## config.mk

```make
export PLATFORM = sky130hd
export DESIGN_NAME = range_text_writer
export DESIGN_NICKNAME = d
export VERILOG_FILES = /design/src/rtl/range_text_writer.sv
export SDC_FILE = /design/constraint.sdc
export NUM_CORES = 1
export LEC_CHECK = 0
export CORE_MARGIN = 2
export CORE_UTILIZATION = 55
export DETAILED_ROUTE_END_ITERATION = 16
export GPL_ROUTABILITY_DRIVEN = 1
export PLACE_DENSITY_LB_ADDON = 0.1
export SYNTH_ARGS = -nofsm -noshare
export SYNTH_HDL_FRONTEND = slang
export SYNTH_SLANG_ARGS = --single-unit
```

## constraint.sdc

```tcl
create_clock -name clk -period 10.5 [get_ports clk]
set_clock_uncertainty 0.1 [all_clocks]
set_input_delay 1.575 -clock clk [delete_from_list [all_inputs] [get_ports clk]]
set_output_delay 1.575 -clock clk [all_outputs]
set_load 0.05 [all_outputs]
```

## src/rtl/range_text_writer.sv

```systemverilog
// Serialises (lower, upper) 64-bit range pairs into "lo-hi,lo-hi\n" ASCII text,
// writing one byte per cycle into a byte-addressed memory starting at address 0.
module range_text_writer #(
  parameter int N_ADDR_BITS = 16
) (
  input  logic                   clk,
  input  logic                   rst,
  input  logic                   in_valid,
  output logic                   in_ready,
  input  logic [63:0]            in_lower,
  input  logic [63:0]            in_upper,
  input  logic                   in_last,
  output logic                   mem_we,
  output logic [N_ADDR_BITS:0]   mem_addr,
  output logic [7:0]             mem_wdata,
  output logic [N_ADDR_BITS:0]   bytes_written,
  output logic                   overflow,
  output logic                   done
);

  localparam int AW = N_ADDR_BITS + 1;
  localparam logic [AW-1:0] ADDR_MAX = '1;

  localparam logic [7:0] ASCII_ZERO  = 8'h30;
  localparam logic [7:0] ASCII_DASH  = 8'h2D;
  localparam logic [7:0] ASCII_COMMA = 8'h2C;
  localparam logic [7:0] ASCII_LF    = 8'h0A;

  typedef enum logic [2:0] {
    S_IDLE,
    S_CONV_LO,
    S_EMIT_LO,
    S_DASH,
    S_CONV_HI,
    S_EMIT_HI,
    S_SEP,
    S_DONE
  } state_t;

  state_t state, state_next;

  logic          armed;       // low for the first cycle after reset so in_ready starts at 0
  logic [63:0]   bin_q;
  logic [79:0]   bcd_q;
  logic [79:0]   bcd_adj;
  logic [63:0]   hi_q;
  logic          last_q;
  logic [5:0]    conv_cnt;
  logic [4:0]    emit_cnt;
  logic [AW-1:0] bytes_q;
  logic          ovf_q;

  logic          accept;
  logic          emitting;
  logic          at_limit;
  logic          conv_done;
  logic          emit_last;
  logic [4:0]    ndig;
  logic [4:0]    dig_sel;
  logic [3:0]    digit;
  logic [7:0]    intended_byte;

  assign accept    = in_valid && in_ready;
  assign emitting  = (state == S_EMIT_LO) || (state == S_DASH) ||
                     (state == S_EMIT_HI) || (state == S_SEP);
  assign at_limit  = (bytes_q == ADDR_MAX);
  assign conv_done = (conv_cnt == 6'd63);
  assign emit_last = (emit_cnt == (ndig - 5'd1));
  assign dig_sel   = ndig - 5'd1 - emit_cnt;
  assign digit     = bcd_q[{dig_sel, 2'b00} +: 4];

  // Double-dabble add-3 step applied to every BCD nibble before the shift.
  always_comb begin
    bcd_adj = bcd_q;
    for (int i = 0; i < 20; i++) begin
      if (bcd_q[i*4 +: 4] >= 4'd5) bcd_adj[i*4 +: 4] = bcd_q[i*4 +: 4] + 4'd3;
    end
  end

  // Digit count from the most significant nonzero digit; zero still prints one digit.
  always_comb begin
    ndig = 5'd1;
    for (int i = 0; i < 20; i++) begin
      if (bcd_q[i*4 +: 4] != 4'd0) ndig = 5'(i + 1);
    end
  end

  // NOTE: sequential state updates use non-blocking assignments so every register
  // samples the pre-edge values, regardless of statement order.
  always_ff @(posedge clk) begin
    if (rst) state <= S_IDLE;
    else     state <= state_next;
  end

  // NOTE: every combinational output gets a default first, so no path leaves it
  // unassigned and no latch is inferred.
  always_comb begin
    state_next = state;
    case (state)
      S_IDLE:    if (accept) state_next = S_CONV_LO;
      S_CONV_LO: if (conv_done) state_next = S_EMIT_LO;
      S_EMIT_LO: begin
        if (at_limit)       state_next = S_DONE;
        else if (emit_last) state_next = S_DASH;
      end
      S_DASH:    state_next = at_limit ? S_DONE : S_CONV_HI;
      S_CONV_HI: if (conv_done) state_next = S_EMIT_HI;
      S_EMIT_HI: begin
        if (at_limit)       state_next = S_DONE;
        else if (emit_last) state_next = S_SEP;
      end
      S_SEP:     state_next = (at_limit || last_q) ? S_DONE : S_IDLE;
      S_DONE:    state_next = S_DONE;
      default:   state_next = S_IDLE;
    endcase
  end

  always_comb begin
    intended_byte = 8'h00;
    case (state)
      S_EMIT_LO, S_EMIT_HI: intended_byte = ASCII_ZERO + {4'h0, digit};
      S_DASH:               intended_byte = ASCII_DASH;
      S_SEP:                intended_byte = last_q ? ASCII_LF : ASCII_COMMA;
      default:              intended_byte = 8'h00;
    endcase

    in_ready      = armed && (state == S_IDLE);
    mem_we        = emitting;
    mem_addr      = bytes_q;
    // The last addressable byte is always forced to a terminator for the parser.
    mem_wdata     = emitting ? (at_limit ? ASCII_LF : intended_byte) : 8'h00;
    bytes_written = bytes_q;
    overflow      = ovf_q;
    done          = (state == S_DONE);
  end

  always_ff @(posedge clk) begin
    if (rst) begin
      armed    <= 1'b0;
      bin_q    <= '0;
      bcd_q    <= '0;
      hi_q     <= '0;
      last_q   <= 1'b0;
      conv_cnt <= '0;
      emit_cnt <= '0;
      bytes_q  <= '0;
      ovf_q    <= 1'b0;
    end else begin
      armed <= 1'b1;
      case (state)
        S_IDLE: begin
          if (accept) begin
            bin_q    <= in_lower;
            hi_q     <= in_upper;
            last_q   <= in_last;
            bcd_q    <= '0;
            conv_cnt <= '0;
          end
        end
        S_CONV_LO, S_CONV_HI: begin
          bcd_q    <= (bcd_adj << 1) | {79'd0, bin_q[63]};
          bin_q    <= bin_q << 1;
          conv_cnt <= conv_cnt + 6'd1;
          emit_cnt <= '0;
        end
        S_EMIT_LO, S_EMIT_HI: emit_cnt <= emit_cnt + 5'd1;
        S_DASH: begin
          bin_q    <= hi_q;
          bcd_q    <= '0;
          conv_cnt <= '0;
        end
        default: ;
      endcase

      // The count saturates at the last address; overflow marks the truncation.
      if (emitting) begin
        if (at_limit) ovf_q   <= 1'b1;
        else          bytes_q <= bytes_q + AW'(1);
      end
    end
  end

endmodule

```

==> summary.md <==
| Metric | Value |
|---|---|
| Outcome | `complete, no violations` |
| Most common cell after layout, fill and taps aside | `dfxtp_1` |
| Max_slew headroom | `27.08%` |
| Row count | `55` |
| Worst-skew pair later-pin latency | `between 500 and 600 ps` |
| Ys Warns | `0` |
| EDFF count, synth | `0` |
| Clock slew at reported path FFs | `~60 ps` |
| First-pass GRT wire length | `53340 um` |
| R2r setup slk | `roughly 6600 ps` |
| Post-route ant nets | `0` |
| Critical path class | `flop to output port` |
| Synthesized instance count | `1568` |
| Fmax | `~130 MHz` |
| Vias/cell | `5.875` |
| First drt pass iteration count | `6` |
| Core area | `approximately 0.023 sq mm` |
| CTS tree | `yes` |
| Crit path DAT | `5960 ps` |
| Initial antenna violation count | `0` |
| Number of remaining DRC errors | `0` |
| Deepest clock path buffer count | `3` |
| Worst hold slack | `between 300 and 400 ps` |
| Routability cong. | `0.8430` |
| N_diodes | `0` |
| Final Max Slew Viols | `0` |
| Register area | `0.004845 sq mm` |
| HP Start | `hi_q[1]` |
| Endpoints failing hold | `0` |
| Reg2Reg Depth | `10` |
| Slowest-stage cell, CP | `fa_1` |
| Worst r2r src | `state[0]` |
| Total Routed Length | `32470 um` |
| RSZ-0062 raised after global routing | `no` |
| Cts repair resizes | `0` |
| #FFs+latches synth | `~240` |
| Die area | `0.02427 sq mm` |
| Layout cells sized above 1 | `5.826%` |
| RR Endpoint | `conv_cnt[4]` |
| Final setup TNS | `0 ps` |
| Starting DRT DRC Count | `911` |
| Hold Path Sink | `hi_q[1]` |
| Routed WL per cell | `roughly 17 um` |
| Post-Syn Area | `about 0.013 sq mm` |
| Post-synthesis sequential area ratio | `38.23%` |
| Cell Pwr Density | `between 200 and 300 mW/mm^2` |
| WP data required | `~8800 ps` |
| Max Cap Viol | `0` |
| Post-synth cell types | `62` |
| Placed Cells | `between 1500 and 2000` |
| Worst vdd ir | `between 0.15 and 0.2 mV` |
| Hold depth | `2` |
| Synth Flop Type | `dfxtp_1` |
| Vias after detailed routing | `around 12000` |
| Ys async rst share | `0%` |
| Setup-failing EPs final | `0` |
| Final Instance Area | `0.01526 sq mm` |
| Final #Nets | `between 1500 and 2000` |
| Pin count of the biggest net entering global routing | `between 100 and 150` |
| Worst slack, placed | `between 3000 and 4000 ps` |
| Final Non-Filler Cells | `between 1500 and 2000` |
| Leakage Power | `between 5 and 6 nW` |
| Most frequent cells in the layout | `242 x dfxtp_1, 225 x a21oi_1, 193 x nand2_1` |
| Area growth syn-to-layout | `20.43%` |
| Sequence of cells on the critical path | `inv_1 > ha_1 > nor3b_1 > nand2_1 > nor3_1 > o21ai_1 > a31oi_1 > nand2_1 > ha_1 > fa_1 > mux4_2 > mux2i_1 > nor3_1 > a31oi_1 > a311oi_1 > clkdlybuf4s50_1` |
| Synth Area per Inst | `8.082 sq um` |
| CP max stage delay | `~1200 ps` |
| Hold buffer count at CTS | `0` |
| Total congestion overflow | `0` |
| CTS root buffer | `clkbuf_16` |
| Fin worst setup slack | `between 2000 and 3000 ps` |
| H-tree depth | `1` |
| Area of placed instances | `between 0.01 and 0.015 sq mm` |
| Die width | `~160 um` |
| Fillers | `between 1500 and 2000` |
| Top-Level Pins | `around 180` |
| Min-delay worst type | `flop to flop` |
| CTS Sinks | `about 240` |
| Vias in the first global route | `around 11000` |
| GR Util All Layers | `26.18%` |
| Element type at the critical path start | `flop` |
| Die Y | `155.8 um` |
| Initial Utilization | `a little under three fifths` |
| Post-DP HPWL | `just over 20000 um` |
| Area of the multi-input gates | `approximately 0.007 sq mm` |
| Min Clock Period, post-route | `approximately 7600 ps` |
| Critical Path Fanout Max | `20` |
| Total CTS buffers | `27` |
| Fin util | `between 60% and 70%` |
| Postcts setup bufs | `0` |
| Power Total | `roughly 3.9 mW` |
| Port Buffer Count | `approximately 180` |
| Crit. End Element | `output port` |
| Worst-Margin Slew | `about 1100 ps` |
| Final period util | `72.75%` |
## worst max-delay path, delay by kind of cell (launching register included)
kind,cells,cell delay (ps)
flip-flops,1,360
buffers and inverters,2,970
AO/OA/AOI/OAI,4,750
AND/OR/NAND/NOR,5,1100
multiplexers,2,510
adder cells (fa/ha/maj),3,1720
## final cells by class
type | count | share of cell area [%]
Clock buffer | 44 | 5.370
Clock inverter | 5 | 0.4837
Inverter | 50 | 1.230
Multi-Input combinational cell | 1155 | 46.81
Sequential cell | 242 | 31.75
Tap cell | 285 | 2.337
Timing Repair Buffer | 186 | 12.03
## Yosys cell counts (all sizes together), types with 2 or more instances
cell type	count	share of area [%]
a211oi	72	4.3
a21oi	226	9.0
a22oi	92	5.5
a311oi	3	0.21
a31oi	6	0.41
and2	5	0.25
and3	5	0.25
buf	43	1.9
clkbuf	79	2.3
dfxtp	242	38
ha	57	5.6
inv	50	1.5
mux2	4	0.36
mux2i	9	0.71
mux4	20	3.6
nand2	196	5.9
nand2b	21	1.0
nand3	33	1.3
nand3b	2	0.15
nand4	11	0.54
nor2	177	5.2
nor2b	4	0.20
nor3	36	1.5
nor3b	19	1.1
nor4	2	0.22
o211ai	5	0.30
o21ai	66	2.6
o31ai	3	0.18
or2	2	0.099
or3	3	0.15
or3b	7	0.52
xnor2	25	1.9
xor2	30	2.1
## state kept, by name, indices dropped and copies added (netlist names), 3 cells and up
signal         cells
bcd_q             80
bin_q             64
hi_q              64
bytes_written     17
conv_cnt           6
emit_cnt           5
state              3
## kinds of logic (layout without fill, tap and decap cells)
kind of cell    after synthesis  in the layout  synth area share, %
flops                       242            242                38.23
mux                          33             33                4.651
other cells                   1              2              0.02959
fa+ha+maj                    58             58                5.786
compound gates              481            481                22.95
xor+xnor                     55             55                4.009
simple gates                526            526                18.61
buf+inv                     172            285                5.737
## per-layer routing
| metal | global-route usage (%) | up-vias | part of all wire, % |
|---|---|---|---|
| li1 | - | 5698 | - |
| met1 | 36.24 | 5442 | 45 |
| met2 | 43.24 | 360 | 47 |
| met3 | 3.278 | 57 | 5.8 |
| met4 | 7.252 | 0 | 2.5 |
| met5 | 0 | - | 0 |
## worst max path at each step
stage               depth (start not counted)  slack, ps           end      start
finish                                     16       2860  mem_wdata[0]  bcd_q[52]
floorplan                                  15       4320  mem_wdata[0]  bcd_q[60]
detailed placement                         16       3500  mem_wdata[0]  bcd_q[52]
CTS                                        16       2920  mem_wdata[0]  bcd_q[52]
global route                               16       2510  mem_wdata[0]  bcd_q[52]
global placement                           16       3670  mem_wdata[0]  bcd_q[52]
## power by group
part	internal, mW	switching [mW]
Clock	0.560	0.388
Sequential	1.08	0.118
Combinational	0.662	1.13
Total	2.30	1.64
No activity file was read; power rests on OpenSTA's default activity.
